==> src/rtl/fsk_demod_pkg.sv <==
// Shared constants and helpers for the FSK demodulator.
//   CNT_W            : width of the half-period interval counter
//   DEF_*            : default timing parameters in clk cycles
//   sym_e / classify : half-period to symbol decision
package fsk_demod_pkg;

  localparam int unsigned CNT_W           = 9;
  localparam int unsigned DEF_HALF_MIN    = 100;
  localparam int unsigned DEF_HALF_THRESH = 166;
  localparam int unsigned DEF_HALF_MAX    = 255;
  localparam int unsigned DEF_TIMEOUT     = 400;

  typedef enum logic [1:0] {
    SYM_SPACE   = 2'd0,
    SYM_MARK    = 2'd1,
    SYM_INVALID = 2'd2
  } sym_e;

  // Short half-periods are mark, long ones space; anything outside the
  // accepted window (including a saturated counter) is rejected.
  function automatic sym_e classify(input logic [CNT_W-1:0] h,
                                    input int unsigned      hmin,
                                    input int unsigned      hthresh,
                                    input int unsigned      hmax);
    int unsigned hv;
    hv = 32'(h);
    if (h == '1)
      return SYM_INVALID;
    if (hv >= hmin && hv < hthresh)
      return SYM_MARK;
    if (hv >= hthresh && hv <= hmax)
      return SYM_SPACE;
    return SYM_INVALID;
  endfunction

endpackage

==> src/rtl/fsk_edge_sync.sv <==
// Synchronizes the asynchronous FSK carrier and flags transitions.
//   clk        : system clock
//   rst        : synchronous active-high reset
//   fsk_in     : asynchronous square-wave carrier
//   edge_pulse : one-cycle pulse on either carrier polarity change
module fsk_edge_sync (
  input  logic clk,
  input  logic rst,
  input  logic fsk_in,
  output logic edge_pulse
);

  logic s1, s2, s3;

  always_ff @(posedge clk) begin
    if (rst) begin
      s1 <= 1'b0;
      s2 <= 1'b0;
      s3 <= 1'b0;
    end else begin
      s1 <= fsk_in;
      s2 <= s1;
      s3 <= s2;
    end
  end

  assign edge_pulse = s2 ^ s3;

endmodule

==> src/rtl/fsk_demodulator.sv <==
// FSK demodulator: measures carrier half-periods, classifies each as
// mark/space/invalid and updates the output only when two consecutive
// valid half-periods agree. Loss of carrier forces the output low.
//   clk      : system clock, 100 MHz nominal
//   rst      : synchronous active-high reset
//   fsk_in   : asynchronous square-wave FSK carrier
//   data_out : registered demodulated bit
module fsk_demodulator
  import fsk_demod_pkg::*;
#(
  parameter int unsigned HALF_MIN    = DEF_HALF_MIN,
  parameter int unsigned HALF_THRESH = DEF_HALF_THRESH,
  parameter int unsigned HALF_MAX    = DEF_HALF_MAX,
  parameter int unsigned TIMEOUT     = DEF_TIMEOUT
) (
  input  logic clk,
  input  logic rst,
  input  logic fsk_in,
  output logic data_out
);

  localparam logic [CNT_W-1:0] TIMEOUT_CNT = CNT_W'(TIMEOUT);

  logic             edge_pulse;
  logic [CNT_W-1:0] cnt;
  logic             last_sym;
  logic             last_vld;
  sym_e             sym;
  logic             sym_bit;
  logic             timeout;

  fsk_edge_sync u_sync (
    .clk        (clk),
    .rst        (rst),
    .fsk_in     (fsk_in),
    .edge_pulse (edge_pulse)
  );

  always_comb begin
    sym     = classify(cnt, HALF_MIN, HALF_THRESH, HALF_MAX);
    sym_bit = (sym == SYM_MARK);
    // cnt passes TIMEOUT only once per idle stretch and then parks at
    // saturation, so this fires a single time.
    timeout = !edge_pulse && (cnt == TIMEOUT_CNT);
  end

  always_ff @(posedge clk) begin
    if (rst) begin
      cnt      <= '0;
      last_sym <= 1'b0;
      last_vld <= 1'b0;
      data_out <= 1'b0;
    end else begin
      if (edge_pulse)
        cnt <= CNT_W'(1);
      else if (cnt != '1)
        cnt <= cnt + 1'b1;

      if (edge_pulse && sym != SYM_INVALID) begin
        if (last_vld && last_sym == sym_bit)
          data_out <= sym_bit;
        last_sym <= sym_bit;
        last_vld <= 1'b1;
      end else if (timeout) begin
        data_out <= 1'b0;
        last_vld <= 1'b0;
      end
    end
  end

endmodule

==> config.mk <==
export PLATFORM = sky130hd
export DESIGN_NAME = fsk_demodulator
export DESIGN_NICKNAME = d
export VERILOG_FILES = /design/src/rtl/fsk_demod_pkg.sv /design/src/rtl/fsk_edge_sync.sv /design/src/rtl/fsk_demodulator.sv
export SDC_FILE = /design/constraint.sdc
export NUM_CORES = 1
export LEC_CHECK = 0
export ABC_AREA = 1
export BUFFER_PORTS_ARGS = -buffer_cell sky130_fd_sc_hd__buf_2
export CELL_PAD_IN_SITES_DETAIL_PLACEMENT = 0
export CELL_PAD_IN_SITES_GLOBAL_PLACEMENT = 2
export CORE_UTILIZATION = 32
export DETAILED_ROUTE_END_ITERATION = 8
export PLACE_DENSITY = 0.85
export SKIP_LAST_GASP = 1
export SLEW_MARGIN = 40
export SYNTH_ARGS = -nofsm -noshare
export SYNTH_HDL_FRONTEND = slang
export SYNTH_SLANG_ARGS = --single-unit
==> constraint.sdc <==
create_clock -name clk -period 2.3 [get_ports clk]
set_input_delay 0.115 -clock clk [delete_from_list [all_inputs] [get_ports clk]]
set_output_delay 0.115 -clock clk [all_outputs]
set_load 0.01 [all_outputs]
Word level (Yosys, flattened, before mapping)
Cells that the tools add are included.
{"block": "word_totals", "elab_cells": 49, "regBits": 15, "in_bits": 3, "out_inout_bits": 1}
{"block": "classes", "order_cmp": 4, "muxes": 18, "n_reduce_logical": 10, "bitwise": 1, "eq_ne": 7, "add_sub_neg": 1}
{"cell": "$eq 9x9->1 const B", "count": 2}
{"cell": "$mux 1", "count": 12}
{"cell": "$mux 2", "count": 6}
{"cell": "$add 9x1->9 const B", "count": 1}
{"cell": "$ge 9x7->1 const B", "count": 1}
{"cell": "$ge 9x8->1 const B", "count": 1}
{"cell": "$le 9x8->1 const B", "count": 1}
{"cell": "$lt 9x8->1 const B", "count": 1}
{"cell": "$ne 9x9->1 const B", "count": 1}
{"cell": "$logic_and 1x1->1", "count": 5}
{"cell": "$reduce_bool 2->1", "count": 2}
{"cell": "$eq 2x1->1 const B", "count": 1}
{"cell": "$ne 2x1->1 const B", "count": 1}
{"cell": "$ne 2x2->1 const B", "count": 1}
{"cell": "$reduce_and 2->1", "count": 1}
{"cell": "$reduce_or 2->1", "count": 1}
{"cell": "$eq 1x1->1", "count": 1}
{"cell": "$logic_not 1->1", "count": 1}
{"cell": "$xor 1x1->1", "count": 1}

Longest topological paths before layout
{"block": "logic_depth", "ltp_word": 14, "depth_mapped": 15, "mapped_depth_nobuf": 14}

Cells and area by module
A second synthesis with hierarchy kept.
{"block": "unflattened", "cells_unflattened": 120, "area_unflattened_um2": 790.8}
{"module": "fsk_demodulator", "seq_area_each_um2": 240.2, "n_inst": 1, "cells_each": 107, "area_each_um2": 693.2}
{"module": "fsk_edge_sync", "seq_area_each_um2": 60.1, "n_inst": 1, "cells_each": 13, "area_each_um2": 97.6}

Worst setup path before layout
Ideal clock, no wire load.
{"block": "synth_timing", "path_kind": "register -> register", "start": "register cnt[1]", "end": "register data_out", "required_ns": 2.185, "arrival_time_ns": 1.780, "stages_incl_launch_ff": 15, "n_path_buf": 1, "path_slack_ns": 0.405, "synth_period_minus_slack_ns": 1.895, "setup_ns": 0.115, "cell_sequence": "dfxtp_1 -> ha_1 -> nand3_1 -> nor2_1 -> inv_1 -> nor2_1 -> ha_1 -> buf_2 -> inv_2 -> nand4_1 -> nor2_1 -> nor2_1 -> nand3_2 -> a21oi_1 -> nor2_1"}
{"block": "synth_via", "elab_chain_cells": 13, "elab_cells_between_ends": 30, "cone_classes": "4 x order compare; 6 x eq/ne; 13 x mux; 7 x reduce/logical"}
{"element": "start, declared", "line_no": "fsk_demodulator.sv:25", "source": "logic [CNT_W-1:0] cnt;"}
{"element": "start signal, assigned", "line_no": "fsk_demodulator.sv:57", "source": "cnt <= cnt + 1'b1;"}
{"element": "$ge 9x8->1 or $le 9x8->1 (tied branches)", "line_no": "fsk_demod_pkg.sv:31", "source": "if (hv >= hthresh && hv <= hmax)"}
{"element": "$logic_and 1x1->1", "line_no": "fsk_demod_pkg.sv:31"}
{"element": "$mux 1 (2 in a row)", "line_no": "fsk_demod_pkg.sv:31"}
{"element": "$mux 1", "line_no": "fsk_demod_pkg.sv:29", "source": "if (hv >= hmin && hv < hthresh)"}
{"element": "$mux 2", "line_no": "fsk_demod_pkg.sv:33", "source": "return SYM_INVALID;"}
{"element": "$mux 2", "line_no": "fsk_demod_pkg.sv:31"}
{"element": "$mux 2", "line_no": "fsk_demod_pkg.sv:29"}
{"element": "$eq 2x1->1", "line_no": "fsk_demodulator.sv:41", "source": "sym_bit = (sym == SYM_MARK);"}
{"element": "$eq 1x1->1", "line_no": "fsk_demodulator.sv:60", "source": "if (last_vld && last_sym == sym_bit)"}
{"element": "$logic_and 1x1->1", "line_no": "fsk_demodulator.sv:60"}
{"element": "$ne 2x1->1 (no source line)"}
{"element": "$reduce_and 2->1 (no source line)"}
{"element": "end signal, assigned", "line_no": "fsk_demodulator.sv:61", "source": "data_out <= sym_bit;"}
{"element": "end, declared", "line_no": "fsk_demodulator.sv:19", "source": "output logic data_out"}
Several ways; a longest one is shown, not always the timed one. The select of a mux whose other input is x is not followed.
A chain may end at the register's enable or synchronous reset.

Final worst setup path
{"block": "layout_timing", "start": "register cnt[0]", "end": "register data_out"}
Same word-level chain as after synthesis.

==> impl_metrics.csv <==
group,metric,value,unit
critical_path,cp_slowest_cell,"dfxtp_1",
yosys,synthesis.nets,129,
power_and_ir_drop,seqPwrFrac,0.602,
global_routing,grt_pass1_vias,629,
power_and_ir_drop,power.share.clock,0.342,
timing,worst_pin_slew,0.302,ns
critical_path,ff2ff_path_depth,13,
timing,finalClockSkew,0.0114,ns
clock_tree,clk_path_buf_depth,2,
timing,report.final.slew_viol_count,0,
timing,fin_crit_sh,0.898,
critical_path,critical_path_required,2.48,ns
clock_tree,path_clk_slew,0.08,ns
placed_design,placed_area,875,µm²
yosys,avgSynthCellArea,6.76,µm²
critical_path,critPathLaunch,"cnt[0]$_SDFFE_PP0P_",
cells_and_area,areaGrowthSynthToFinish,9.41,%
timing,fmax,484,MHz
detailed_routing,drc,0,
power_and_ir_drop,ir_drop,0.274,mV
power_and_ir_drop,power_density,505,nW/µm²
critical_path,path_class,"flip-flop to flip-flop",
critical_path,crit_family,"simple AND/OR/NAND/NOR gates",
timing,maxSlewHeadroom,0.797,
critical_path,critPathCaptureType,"flip-flop",
yosys,synthCells,122,
run_status,status,"finished, final reports clean",
critical_path,crit_cells,13,
cells_and_area,n_antenna_cell,0,
global_routing,grt_pass1_wl,2760,µm
floorplan,fp.dieArea,2780,µm²
power_and_ir_drop,p_leak,0.366,nW
detailed_routing,wl_per_cell,10.1,µm
clock_tree,cts_resized,0,
global_routing,grt_use_total,0.140,
placed_design,place_hpwl,1210,µm
critical_path,critPathMaxStageDelay,0.43,ns
critical_path,r2r_start,"cnt[0]$_SDFFE_PP0P_",
worst_hold_path,min-delay-start,"fsk_in",
clock_tree,cts_root_buffer,"clkbuf_4",
timing,hold_violations,0,
power_and_ir_drop,switching_share,0.246,
detailed_routing,via_per_inst,4.56,
timing,worst_slack,0.236,ns
floorplan,chipWidth,52.8,µm
placed_design,place_congestion,0.744,
detailed_routing,route.vias.total,720,
flow_run,cap_violations,0,
clock_tree,postCtsSetupBuffers,0,
detailed_routing,routed_wl,1600,µm
cells_and_area,drive_gt1_frac,0.141,
worst_hold_path,min_path_cells,3,
yosys,synth-seq-cells,15,
timing,rsz0062_at_grt,"no",
yosys,yosysWarnings,0,
power_and_ir_drop,combPwrFrac,0.056,
detailed_routing,drt-initial-drc-count,15,
clock_tree,cts_hold_buf,0,
timing,min_period,2.06,ns
placed_design,place_ws,0.254,ns
timing,setup_violations,0,
global_routing,grt-ovfl-total,0,
clock_tree,clkLatencyLatePin,0.29,ns
floorplan,dieHeight,52.8,µm
floorplan,num_io_pins,4,
cells_and_area,nFillCells,262,
floorplan,rows,18,
critical_path,path_cells,"ha_1, nand3_1, nor2_1, inv_1, nor2_1, ha_1, inv_2, nand4_1, nor2_1, nor2_1, nand3_2, a21oi_1, nor2_1",
clock_tree,cts_tree,"yes",
critical_path,worst_path_most_repeated_cell,"nor2_1",
global_routing,antenna_found_initial,0,
critical_path,cp.buffers_inverters,2,
critical_path,arrival,2.24,ns
global_routing,grt_max_degree,9,
yosys,synth_area,825,µm²
cells_and_area,fin_nets,136,
cells_and_area,final_cell_area,902,µm²
detailed_routing,postRouteAntennaNets,0,
yosys,synthDistinctLibCells,22,
power_and_ir_drop,p_sw,112,µW
detailed_routing,firstDrtPassIters,4,
worst_hold_path,holdCritPathClass,"input pin to flip-flop",
clock_tree,htreeDepth,1,
placed_design,portBuffers,3,
yosys,seq_area_frac_synth,0.364,
critical_path,worstPathMaxFanout,6,
power_and_ir_drop,internal_power,344,µW
floorplan,initial_core_util,0.336,
critical_path,worst_setup_path_start_kind,"flip-flop",
clock_tree,cts_buffers,3,
clock_tree,cts_sinks,15,
timing,fin_setup_tns,0,ns
floorplan,core_area,2450,µm²
==> final timing paths <==
check                                             end  slack [ns]
worst max register to register  data_out$_SDFFE_PP0P_        0.24
worst min register to register   u_sync.s2$_SDFF_PP0_        0.41
worst max-delay path            data_out$_SDFFE_PP0P_        0.24
worst min-delay path             u_sync.s1$_SDFF_PP0_        0.03
==> final cells by class <==
class	count	area [µm²]	area share
Timing Repair Buffer	4	22.5	0.0250
Clock buffer	4	26.3	0.0291
Sequential cell	15	302	0.334
Tap cell	30	37.5	0.0416
Inverter	20	75.1	0.0832
Multi-Input combinational cell	85	439	0.487
==> routing by layer <==
metal,global-route usage,up-vias,part of all wire
met5,0,-,0
met4,0.0526,0,0.0081
met3,0.0435,2,0.029
met2,0.224,8,0.47
met1,0.173,320,0.49
li1,-,390,-
==> cell usage in the layout (no fill, tap or decap), types with 3 or more instances in the layout <==
cell type  synthesis  routed
buf_2              2       3
dfxtp_1           15      14
nand4_1            3       3
nand2_2            3       3
nand3_1            3       3
nand2_1           27      27
nand3_2            3       3
inv_1             18      18
clkbuf_4           0       3
nor2_1            19      19
ha_1               4       4
a21oi_1           12      12
==> power groups by stage <==
| stage | Sequential (mW) | Clock (mW) | Combinational [mW] |
|---|---|---|---|
| after floorplan | 0.277 | 0 | 0.0197 |
| after global placement | 0.280 | 0 | 0.0254 |
| after detailed placement | 0.280 | 0 | 0.0263 |
| after CTS | 0.274 | 0.167 | 0.0264 |
| after global routing | 0.276 | 0.174 | 0.0302 |
| final | 0.274 | 0.156 | 0.0256 |
==> cell usage after synthesis <==
cell,instances,area share
nor2_1,19,0.086
clkinv_1,1,0.0045
nor4_1,1,0.0076
nor3_1,1,0.0061
nand3_1,3,0.018
xor2_1,2,0.021
nand4_1,3,0.023
or2_0,1,0.0076
dfxtp_1,15,0.36
buf_2,2,0.012
inv_1,18,0.082
ha_1,4,0.061
a21oi_1,12,0.073
nand3_2,3,0.036
o21ai_0,2,0.012
a21oi_2,1,0.011
inv_2,1,0.0045
or2_2,1,0.0076
nor3b_1,1,0.0091
nand2_2,3,0.023
nand2_1,27,0.12
nor2_2,1,0.0076
==> through the flow <==
stage,power [mW],instances,hold WS (ns),utilization
2_1_floorplan,0.297,122,0.184,-
3_3_place_gp,0.305,154,0.326,0.356
3_5_place_dp,0.306,154,0.322,0.356
4_1_cts,0.467,158,0.0118,0.367
5_1_grt,0.480,158,0.0166,0.367
6_report,0.456,158,0.0273,0.367
==> cell families after synthesis <==
group,after synthesis,share of synthesized area
compound gates,15,0.0956
xor+xnor,2,0.0212
fa+ha+maj,4,0.0607
buf+inv,22,0.103
flops,15,0.364
simple gates,64,0.355
==> worst min-delay path, cell delays in order <==
cell and delay [ns]:
buf_2 0.07, inv_1 0.03, nor2_1 0.06
==> sequential cells by signal (all words and copies together) (netlist names) <==
register   flops
data_out       1
cnt            9
u_sync.s2      1
last_sym       1
u_sync.s3      1
last_vld       1
u_sync.s1      1
(Power assumes the default switching activity.)
